[config.mk]
export PLATFORM = sky130hd
export DESIGN_NAME = muldiv_seq
export DESIGN_NICKNAME = d
export VERILOG_FILES = /design/src/rtl/muldiv_pkg.sv /design/src/rtl/muldiv_iter.sv /design/src/rtl/muldiv_seq.sv
export SDC_FILE = /design/constraint.sdc
export NUM_CORES = 1
export LEC_CHECK = 0
export CAP_MARGIN = 10
export CORE_ASPECT_RATIO = 0.8
export CORE_UTILIZATION = 30
export CTS_CLUSTER_SIZE = 10
export DETAILED_ROUTE_END_ITERATION = 8
export PLACE_DENSITY = 0.48
export SYNTH_ARGS = -nofsm -noshare
export SYNTH_HDL_FRONTEND = slang
export SYNTH_SLANG_ARGS = --single-unit
[constraint.sdc]
create_clock -name clk -period 4.9 [get_ports clk]
set_input_delay 0.735 -clock clk [delete_from_list [all_inputs] [get_ports clk]]
set_output_delay 0.735 -clock clk [all_outputs]
set_load 0.05 [all_outputs]
[src/rtl/muldiv_pkg.sv]
// Shared definitions for the iterative RV32M multiply/divide unit:
// funct3 operation codes, FSM state encoding and the default width.
package muldiv_pkg;
  localparam int XLEN = 32;

  localparam logic [2:0] OP_MUL    = 3'b000;
  localparam logic [2:0] OP_MULH   = 3'b001;
  localparam logic [2:0] OP_MULHSU = 3'b010;
  localparam logic [2:0] OP_MULHU  = 3'b011;
  localparam logic [2:0] OP_DIV    = 3'b100;
  localparam logic [2:0] OP_DIVU   = 3'b101;
  localparam logic [2:0] OP_REM    = 3'b110;
  localparam logic [2:0] OP_REMU   = 3'b111;

  typedef enum logic [2:0] {
    S_IDLE  = 3'd0,
    S_PREP  = 3'd1,
    S_CALC  = 3'd2,
    S_FIXUP = 3'd3,
    S_DONE  = 3'd4
  } state_t;
endpackage

[src/rtl/muldiv_iter.sv]
// One combinational iteration: shift-add multiply step or restoring divide step.
// hi/lo hold the product halves (mul) or the partial remainder/quotient (div).
module muldiv_iter
  import muldiv_pkg::*;
#(
  parameter int W = XLEN
) (
  input  logic         is_div,
  input  logic [W-1:0] hi,
  input  logic [W-1:0] lo,
  input  logic [W-1:0] operand,
  output logic [W-1:0] hi_next,
  output logic [W-1:0] lo_next
);
  logic [W:0]   sum;
  logic [W:0]   rem33;
  logic [W-1:0] diff;

  // 33-bit add keeps the carry that is shifted back into hi.
  assign sum   = {1'b0, hi} + (lo[0] ? {1'b0, operand} : '0);
  assign rem33 = {hi, lo[W-1]};
  // Only used when rem33 >= operand, so the difference fits in W bits.
  assign diff  = rem33[W-1:0] - operand;

  always_comb begin
    hi_next = sum[W:1];
    lo_next = {sum[0], lo[W-1:1]};
    if (is_div) begin
      if (rem33 >= {1'b0, operand}) begin
        hi_next = diff;
        lo_next = {lo[W-2:0], 1'b1};
      end else begin
        hi_next = rem33[W-1:0];
        lo_next = {lo[W-2:0], 1'b0};
      end
    end
  end
endmodule

[src/rtl/muldiv_seq.sv]
// Iterative RV32M MUL/DIV unit: magnitudes in PREP, 32 iterations in CALC,
// sign fix-up and result select in FIXUP, one-cycle done pulse in DONE.
module muldiv_seq
  import muldiv_pkg::*;
#(
  parameter int XLEN  = 32,
  parameter int CNT_W = 5
) (
  input  logic            clk,
  input  logic            rst_n,
  input  logic            start,
  input  logic [2:0]      op,
  input  logic [XLEN-1:0] a,
  input  logic [XLEN-1:0] b,
  input  logic            kill,
  output logic            busy,
  output logic            done,
  output logic [XLEN-1:0] result
);
  state_t            state;
  logic [2:0]        op_q;
  logic [XLEN-1:0]   a_q, b_q;
  logic [XLEN-1:0]   hi, lo, mcand;
  logic [XLEN-1:0]   hi_next, lo_next;
  logic [CNT_W-1:0]  cnt;
  logic              neg_q;

  logic              is_div, a_signed, b_signed, sa, sb, neg_flag, ovf;
  logic [XLEN-1:0]   mag_a, mag_b, rem_fix, fix_result;
  logic [2*XLEN-1:0] prod, prod_fix;

  assign is_div   = op_q[2];
  assign a_signed = (op_q == OP_MULH) || (op_q == OP_MULHSU) ||
                    (op_q == OP_DIV)  || (op_q == OP_REM);
  assign b_signed = (op_q == OP_MULH) || (op_q == OP_DIV) || (op_q == OP_REM);
  assign sa       = a_signed & a_q[XLEN-1];
  assign sb       = b_signed & b_q[XLEN-1];
  assign mag_a    = sa ? ('0 - a_q) : a_q;
  assign mag_b    = sb ? ('0 - b_q) : b_q;
  // Remainder takes the dividend's sign; product and quotient take sa^sb.
  assign neg_flag = (is_div && op_q[1]) ? sa : (sa ^ sb);
  assign ovf      = ((op_q == OP_DIV) || (op_q == OP_REM)) &&
                    (a_q == {1'b1, {(XLEN-1){1'b0}}}) && (b_q == '1);

  assign prod     = {hi, lo};
  assign prod_fix = neg_q ? ('0 - prod) : prod;
  assign rem_fix  = neg_q ? ('0 - hi) : hi;

  always_comb begin
    fix_result = prod_fix[XLEN-1:0];
    case (op_q)
      OP_MULH, OP_MULHSU, OP_MULHU: fix_result = prod_fix[2*XLEN-1:XLEN];
      OP_REM, OP_REMU:              fix_result = rem_fix;
      default:                      fix_result = prod_fix[XLEN-1:0];
    endcase
  end

  muldiv_iter #(.W(XLEN)) u_iter (
    .is_div  (is_div),
    .hi      (hi),
    .lo      (lo),
    .operand (mcand),
    .hi_next (hi_next),
    .lo_next (lo_next)
  );

  always_ff @(posedge clk) begin
    if (!rst_n) begin
      state  <= S_IDLE;
      busy   <= 1'b0;
      done   <= 1'b0;
      result <= '0;
      op_q   <= '0;
      a_q    <= '0;
      b_q    <= '0;
      hi     <= '0;
      lo     <= '0;
      mcand  <= '0;
      cnt    <= '0;
      neg_q  <= 1'b0;
    end else if (kill) begin
      state <= S_IDLE;
      busy  <= 1'b0;
      done  <= 1'b0;
    end else begin
      done <= 1'b0;
      case (state)
        S_IDLE, S_DONE: begin
          if (start) begin
            op_q  <= op;
            a_q   <= a;
            b_q   <= b;
            state <= S_PREP;
            busy  <= 1'b1;
          end else begin
            state <= S_IDLE;
            busy  <= 1'b0;
          end
        end
        S_PREP: begin
          if (is_div && (b_q == '0)) begin
            result <= op_q[1] ? a_q : '1;
            state  <= S_DONE;
            busy   <= 1'b0;
            done   <= 1'b1;
          end else if (ovf) begin
            result <= op_q[1] ? '0 : a_q;
            state  <= S_DONE;
            busy   <= 1'b0;
            done   <= 1'b1;
          end else begin
            hi    <= '0;
            lo    <= is_div ? mag_a : mag_b;
            mcand <= is_div ? mag_b : mag_a;
            neg_q <= neg_flag;
            cnt   <= CNT_W'(XLEN - 1);
            state <= S_CALC;
          end
        end
        S_CALC: begin
          hi  <= hi_next;
          lo  <= lo_next;
          cnt <= cnt - CNT_W'(1);
          if (cnt == '0) state <= S_FIXUP;
        end
        S_FIXUP: begin
          result <= fix_result;
          state  <= S_DONE;
          busy   <= 1'b0;
          done   <= 1'b1;
        end
        default: begin
          state <= S_IDLE;
          busy  <= 1'b0;
        end
      endcase
    end
  end
endmodule

### Yosys cells after proc, flatten, opt, wreduce, memory -nomap -nowiden

Index checks and enable logic that the tools add are counted.

* $add $sub $neg: 7
* magnitude comparators: 1
* eq/ne operators: 16
* mux-type cells: 39
* bitwise gates (word level): 8
* reductions and logical operators: 24

Operator list (number)
* two-way mux 32 bit: 17
* case mux 32 bit (2 select lines): 4
* subtractor 1 x 32 -> 32 bit, first input constant: 3
* == test 32 bit, second input constant: 2
* two-way mux 64 bit: 1
* subtractor 1 x 64 -> 64 bit, first input constant: 1
* adder 32 x 33 -> 33 bit: 1
* greater-or-equal comparator 33 x 32 -> 1 bit: 1
* logical NOT 32 bit: 1
* subtractor 32 bit: 1
* == test 3 x 2 -> 1 bit, second input constant: 4
* == test 3 bit, second input constant: 4
* case mux 3 bit (4 select lines): 1
* two-way mux 5 bit: 2
* case mux 5 bit (2 select lines): 1
* two-way mux 3 bit: 3
* two-way mux 1 bit: 8
* AND reduction 4 bit: 2
* == test 3 x 1 -> 1 bit, second input constant: 2
* logical OR 1 bit: 6
* inequality test 2 bit, second input constant: 3
* AND reduction 3 bit: 2
* OR reduction 2 bit: 3
* logical NOT 5 bit: 1
* 12 further kinds: 21

* register bits after elaboration: 206
* output and inout port bits: 34
* word-level logic and storage cells: 107

### Longest topological paths before layout

Gate-level depths: netlist of the first run.

* word-level depth: 10
* gate-level depth with buffers: 14
* mapped depth without buffers: 13

### Cells and area by module

A second synthesis of the first run with hierarchy kept.

* cells, all modules: 2488
* area, all modules: 17941.0 sq um

By module, submodules not included
* muldiv_seq: times used 1, cells each 1793, area an instance 13165.1 sq um
* muldiv_iter: times used 1, cells each 695, area an instance 4775.8 sq um

### Worst setup path after synthesis of the first run

No wires, ideal clock.

* path kind: register to register
* start point: reg lo[13]
* end point: reg result[29]
* setup time: 0.123 ns
* arrival: 3.373 ns
* path slack: 1.404 ns
* stages on the path, launching flop included: 14
* path buffers: 4
* clock period less this slack: 3.496 ns
* path through: dfxtp_1 buf_6 or4_4 or4_1 buf_2 or4_4 buf_6 or4_4 buf_6 or2_4 o21ai_2 xnor2_1 a222oi_1 o21ai_1

* longest elaborated chain between the ends: 4

RTL lines
* start, declared: line muldiv_seq.sv:23 `logic [XLEN-1:0] hi, lo, mcand;`
* start signal, assigned: line muldiv_seq.sv:113 `lo <= is_div ? mag_a : mag_b;`
* start signal, assigned: line muldiv_seq.sv:122 `lo <= lo_next;`
* subtractor 1 x 64 -> 64 bit: line muldiv_seq.sv:46 `assign prod_fix = neg_q ? ('0 - prod) : prod;`
* two-way mux 64 bit: line muldiv_seq.sv:46
* case mux 32 bit (2 select lines): line muldiv_seq.sv:51 `case (op_q)`
* case mux 32 bit (2 select lines): line muldiv_seq.sv:87 `case (state)`
* end signal, assigned: line muldiv_seq.sv:102 `result <= op_q[1] ? a_q : '1;`
* end signal, assigned: line muldiv_seq.sv:107 `result <= op_q[1] ? '0 : a_q;`
* end signal, assigned: line muldiv_seq.sv:127 `result <= fix_result;`
* end, declared: line muldiv_seq.sv:18 `output logic [XLEN-1:0] result`

Every way passes these cells.
A chain may end at the register's enable or synchronous reset.

### Final worst setup path of the first run

* start point: reg hi[9]
* end point: reg hi[30]

* longest elaborated chain between the ends: 4
* elaborated cells on any way between the ends: 6

RTL lines
* start, declared: line muldiv_seq.sv:23
* start signal, assigned: line muldiv_seq.sv:121 `hi <= hi_next;`
* subtractor 32 bit / greater-or-equal comparator 33 x 32 -> 1 bit (equally long branches): line muldiv_iter.sv:23, muldiv_iter.sv:29
* two-way mux 32 bit: line muldiv_iter.sv:29 `if (rem33 >= {1'b0, operand}) begin`
* two-way mux 32 bit (*): line muldiv_iter.sv:28 `if (is_div) begin`
* case mux 32 bit (2 select lines) (*): line muldiv_seq.sv:87

Every way passes the cells marked *; elsewhere a longest branch is shown, timed or not.

==> flow_metrics.env, run 1 <==
export IMPL_status="complete, no violations"
export IMPL_start_util_pct=30.3
export IMPL_postRouteAntennaNets=0
export IMPL_ctsResizeCount=0
export IMPL_fp_dieW_um=266
export IMPL_clock_fmax_mhz=234
export IMPL_drc=0
export IMPL_drv_cap=0
export IMPL_hold_viol=0
export IMPL_power_per_cell_area_nw_per_um2=230
export IMPL_wl_mm=71.7
export IMPL_hold_path_startpoint="mcand[9]"
export IMPL_cts_tree="built"
export IMPL_cts_root_buf="clkbuf_16"
export IMPL_cp_data_required_time_ps=5350
export IMPL_yosys_area_top_type="dfxtp_1"
export IMPL_yosysMostFrequentCell="nand2_1"
export IMPL_async_reset_ff_share_pct=0
export IMPL_drive_above_1_share_pct=5.53
export IMPL_numCtsBuffers=25
export IMPL_skew_ps=18.2
export IMPL_start_kind="flip-flop"
export IMPL_setup_viol=0
export IMPL_ys_top_cells_by_area="dfxtp_1, nand2_1, a21oi_1"
export IMPL_fp_dieH_um=213
export IMPL_endpoint_kind="flip-flop"
export IMPL_cts_clk_slew_worst_paths_ps=60
export IMPL_yosys_top_cells_count="nand2_1, a21oi_1, dfxtp_1"
export IMPL_coreArea_um2=55200
export IMPL_yosysWarningCount=0
export IMPL_setup_worst_path_start="hi[9]"
export IMPL_grt_use_total_pct=24.6
export IMPL_cp_max_fo=14
export IMPL_grt_overflow=0
export IMPL_dp_hpwl_mm=55.4
export IMPL_insertion_delay_ps=570
export IMPL_ys_seq_area_share_pct=24.6
export IMPL_dieArea_um2=56800
export IMPL_tightestPinTransition_ps=1110
export IMPL_p_leak_nw=7.29
export IMPL_fin_setup_tns_ps=0
export IMPL_post_synth_inst_count=2355
export IMPL_area_growth_pct=14.8
export IMPL_gp_congestion=0.938
export IMPL_dr_first_iter_drc_count=2066
export IMPL_max_slew_margin_pct=25.4
export IMPL_grt_max_degree=81
export IMPL_ys_types=76
export IMPL_timing_rr_start="hi[9]"
export IMPL_dr_pass1_iters=6
export IMPL_rows=77
export IMPL_cts_sinks=206
export IMPL_regArea_um2=4130
export IMPL_worst_ep_arrival_time_ps=4710
export IMPL_ios=105
export IMPL_cts_buffer_depth=3
export IMPL_grt_pass1_wl_mm=106
export IMPL_synth_top_cell_area_share_pct=24.6
export IMPL_syn_nets=2499
export IMPL_peakVddDrop_mv=0.227
export IMPL_num_vias=17900
export IMPL_postCtsSetupRepairBufs=0
export IMPL_hold_path_class="flip-flop to flip-flop"
export IMPL_synthFlopType="dfxtp_1"
export IMPL_slew_viol_final=0
export IMPL_worstSetupPathType="flip-flop to flip-flop"
export IMPL_synth_area_um2=16800
export IMPL_power_total_mw=4.42
export IMPL_period_needed_ps=4270
export IMPL_ctsHoldBuffers=0
export IMPL_rsz0062_at_grt="no"
export IMPL_placed_cells=3086
export IMPL_nets=2507
export IMPL_finalNonFillerCells=3122
export IMPL_wl_per_cell_um=23.0
export IMPL_viasPerCell=5.75
export IMPL_synth_seq_cells=206
export IMPL_htreeDepth=1
export IMPL_io_buffers=104
export IMPL_synth_enable_flop_cells=0
export IMPL_antenna_found_initial=2
export IMPL_multi_input_area_um2=11700
export IMPL_avgSynthCellArea_um2=7.11
export IMPL_fill_cells=5915
export IMPL_timing_final_crit_share_pct=87.1
export IMPL_grt_pass1_vias=16300
-- per-stage QoR --
| stage | worst slack, ps | area [µm²] | hold WS, ps | util [%] |
|---|---|---|---|---|
| after CTS | 659 | 19200 | 453 | 34.8 |
| final | 633 | 19200 | 450 | 34.8 |
| after detailed placement | 684 | 18500 | 445 | 33.5 |
| after floorplan | 1400 | 16800 | 432 | - |
| after global placement | 814 | 18500 | 443 | 33.5 |
| after global routing | 325 | 19200 | 466 | 34.8 |
-- final timing paths --
check / end / slack (ps) / depth (start not counted)
setup / recovery: hi[30] / 630 / 11
hold / removal: mcand[9] / 450 / 2
setup reg to reg: hi[30] / 630 / 11
hold reg to reg: mcand[9] / 450 / 2
-- cell type report --
type	count	area share (%)
repair buffers	165	7.79
flip-flops and latches	206	21.5
clock inverters	2	0.202
inverters	67	1.32
diodes	1	0.0130
multi-input cells	1898	60.8
well taps	750	4.88
clock buffers	33	3.57
-- critical path: stages, from the launching register on --
cell	delay [ps]
dfxtp_1	630
ha_1	310
and3_1	240
a21boi_0	350
o21a_1	170
o32a_1	300
nand3_1	140
a21oi_1	760
or2_2	460
buf_4	330
nand4_1	180
a32o_1	260
-- power by group --
group	internal (mW)	switching, mW
Clock	1.01	0.769
Combinational	0.304	0.551
Sequential	1.71	0.0685
-- registers in the layout (all words and copies together), names as in the netlist --
name and count:
done 1, mcand 32, hi 32, state 3
result 32, b_q 32, op_q 3, busy 1
cnt 5, neg_q 1, lo 32, a_q 32
-- cells by family after synthesis --
family,count (synthesis),share of synthesized area (%)
AND/OR/NAND/NOR,822,22.2
AO/OA/AOI/OAI,754,28.3
buffers and inverters,251,5.80
flip-flops,206,24.6
XOR/XNOR,181,9.46
adder cells (fa/ha/maj),73,5.54
multiplexers,68,4.09
-- metal layers --
layer | vias up | part of all wire, % | wire length (µm) | global-route usage [%]
met5 | - | 0.018 | 13 | 0
met4 | 2 | 1.7 | 1250 | 4.36
met3 | 71 | 10 | 7290 | 6.99
met2 | 749 | 39 | 28000 | 33.6
met1 | 8646 | 49 | 35200 | 37.5
li1 | 8471 | - | - | -
-- placed cells by master (no fill, tap or decap), drive strengths merged, types with 7 or more instances in the layout --
| cell | instances |
|---|---|
| nor3b | 7 |
| o21a | 19 |
| a22oi | 21 |
| a21oi | 258 |
| clkbuf | 33 |
| xor2 | 87 |
| o21bai | 9 |
| o31ai | 48 |
| nor2b | 13 |
| or3 | 28 |
| nand2b | 14 |
| o22ai | 19 |
| o31a | 8 |
| nand4 | 22 |
| a2111oi | 7 |
| and2 | 11 |
| xnor2 | 94 |
| or4 | 21 |
| buf | 61 |
| dfxtp | 206 |
| inv | 68 |
| nor3 | 54 |
| nand2 | 365 |
| ha | 71 |
| a211oi | 25 |
| or2 | 14 |
| nor4 | 21 |
| a31oi | 17 |
| o221ai | 9 |
| nand3 | 38 |
| and3 | 10 |
| clkdlybuf4s50 | 104 |
| o21ai | 154 |
| o211ai | 33 |
| a22o | 7 |
| nor2 | 193 |
| mux2i | 64 |
| a221oi | 28 |
| a21o | 36 |
| o41ai | 13 |
(Power assumes the default switching activity.)
==> run 2: changes to the inputs <==
- CTS_BUF_LIST: default -> sky130_fd_sc_hd__clkbuf_4 sky130_fd_sc_hd__clkbuf_8
- SKIP_LAST_GASP: default -> 1
==> flow_metrics.env, run 2 (synthesis gave the netlist of run 1 again) <==
export IMPL_p_seq_share_pct=40.0
export IMPL_power_switching_mw=1.43
export IMPL_cts_root_buf="clkbuf_8"
export IMPL_cts_buffer_depth=3
export IMPL_drv_cap=0
export IMPL_postCtsSetupRepairBufs=0
export IMPL_tightestPinTransition_ps=1170
export IMPL_io_buffers=104
export IMPL_fin_util_pct=34.9
export IMPL_grt_pass1_vias=16400
export IMPL_worstSetupPathType="flip-flop to flip-flop"
export IMPL_hold_path_startpoint="mcand[9]"
export IMPL_dieArea_um2=56800
export IMPL_worst_ep_arrival_time_ps=4700
export IMPL_worst_r2r_setup_slack_ps=660
export IMPL_dr_pass1_iters=6
export IMPL_skew_ps=29.7
export IMPL_drc=0
export IMPL_wl_per_cell_um=23.0
export IMPL_status="complete, no violations"
export IMPL_nets=2519
export IMPL_dp_hpwl_mm=55.4
export IMPL_power_per_cell_area_nw_per_um2=231
export IMPL_gp_congestion=0.938
export IMPL_final_common_cell="nand2_1"
export IMPL_insertion_delay_ps=600
export IMPL_placed_cells=3086
export IMPL_ctsHoldBuffers=0
export IMPL_grt_overflow=0
export IMPL_power_total_mw=4.45
export IMPL_finalNonFillerCells=3147
export IMPL_busiest_layer="met1"
export IMPL_endpoint_kind="flip-flop"
export IMPL_start_kind="flip-flop"
export IMPL_antenna_found_initial=1
export IMPL_grt_use_met2_pct=33.6
export IMPL_setup_viol=0
export IMPL_slew_viol_final=0
export IMPL_wl_mm=72.2
export IMPL_fp_dieH_um=213
export IMPL_p_sw_share_pct=32.2
export IMPL_dr_first_iter_drc_count=1890
export IMPL_timing_rr_start="hi[9]"
export IMPL_hold_path_class="flip-flop to flip-flop"
export IMPL_coreArea_um2=55200
export IMPL_postRouteAntennaNets=0
export IMPL_ctsResizeCount=0
export IMPL_clock_fmax_mhz=236
export IMPL_rsz0062_at_grt="no"
export IMPL_fill_cells=5916
export IMPL_cp_data_required_time_ps=5360
export IMPL_setup_worst_path_start="hi[9]"
export IMPL_cts_clk_slew_worst_paths_ps=60
export IMPL_period_needed_ps=4240
export IMPL_ios=105
export IMPL_p_clk_share_pct=40.8
export IMPL_power_internal_mw=3.01
export IMPL_rows=77
export IMPL_peakVddDrop_mv=0.159
export IMPL_viasPerCell=5.73
export IMPL_timing_final_crit_share_pct=86.6
export IMPL_fin_setup_tns_ps=0
export IMPL_grt_use_total_pct=24.8
export IMPL_grt_max_degree=81
export IMPL_hold_viol=0
export IMPL_max_slew_margin_pct=21.8
export IMPL_numCtsBuffers=37
export IMPL_drive_above_1_share_pct=6.72
export IMPL_p_leak_nw=7.35
export IMPL_layout_common_cells="nand2_1, a21oi_1, dfxtp_1"
export IMPL_combPwrFrac_pct=19.2
export IMPL_start_util_pct=30.3
export IMPL_grt_util_met1_pct=37.5
export IMPL_use_met3_pct=7.88
export IMPL_cts_tree="built"
export IMPL_grt_pass1_wl_mm=107
export IMPL_htreeDepth=2
export IMPL_num_vias=18000
export IMPL_cp_max_fo=14
export IMPL_area_growth_pct=15.1
export IMPL_cts_sinks=206
export IMPL_fp_dieW_um=266
==> run 2: power groups by stage <==
stage | clock, mW | combinational, mW | sequential, mW
5_1_grt | 1.93 | 0.916 | 1.78
3_5_place_dp | 0 | 0.828 | 1.81
3_3_place_gp | 0 | 0.827 | 1.81
2_1_floorplan | 0 | 0.541 | 1.78
6_report | 1.81 | 0.853 | 1.78
4_1_cts | 1.84 | 0.832 | 1.78
==> run 2: cell type report <==
type | count | area [µm²] | share of cell area (%)
Antenna cell | 1 | 2.50 | 0.0130
Clock buffer | 53 | 686 | 3.56
Clock inverter | 7 | 88.8 | 0.461
Inverter | 67 | 254 | 1.32
Multi-Input combinational cell | 1898 | 11700 | 60.6
Sequential cell | 206 | 4130 | 21.4
Tap cell | 750 | 938 | 4.87
Timing Repair Buffer | 165 | 1500 | 7.77
==> run 2: per-layer routing <==
metal	part of all wire (%)	routed length, µm	vias to the layer above
li1	-	-	8485
met1	49	35300	8697
met5	0.018	13	-
met2	39	28200	776
met4	1.5	1100	2
met3	11	7640	74
==> run 2: final timing paths <==
path	end	cells past startpoint
worst max-delay path	hi[30]	11
worst min-delay path	mcand[9]	2
worst max register to register	hi[30]	11
worst min register to register	mcand[9]	2
==> run 2: metrics by stage <==
stage,worst slack (ps),instance area [µm²],hold WS [ps]
2_1_floorplan,1400,16800,432
3_3_place_gp,814,18500,443
3_5_place_dp,684,18500,445
4_1_cts,657,19300,453
5_1_grt,321,19300,467
6_report,659,19300,450
==> run 2: worst max-delay path: stages (launching register included) <==
cell and delay [ps]:
dfxtp_1 610, ha_1 300, and3_1 240, a21boi_0 350
o21a_1 160, o32a_1 300, nand3_1 140, a21oi_1 760
or2_2 470, buf_4 330, nand4_1 180, a32o_1 270
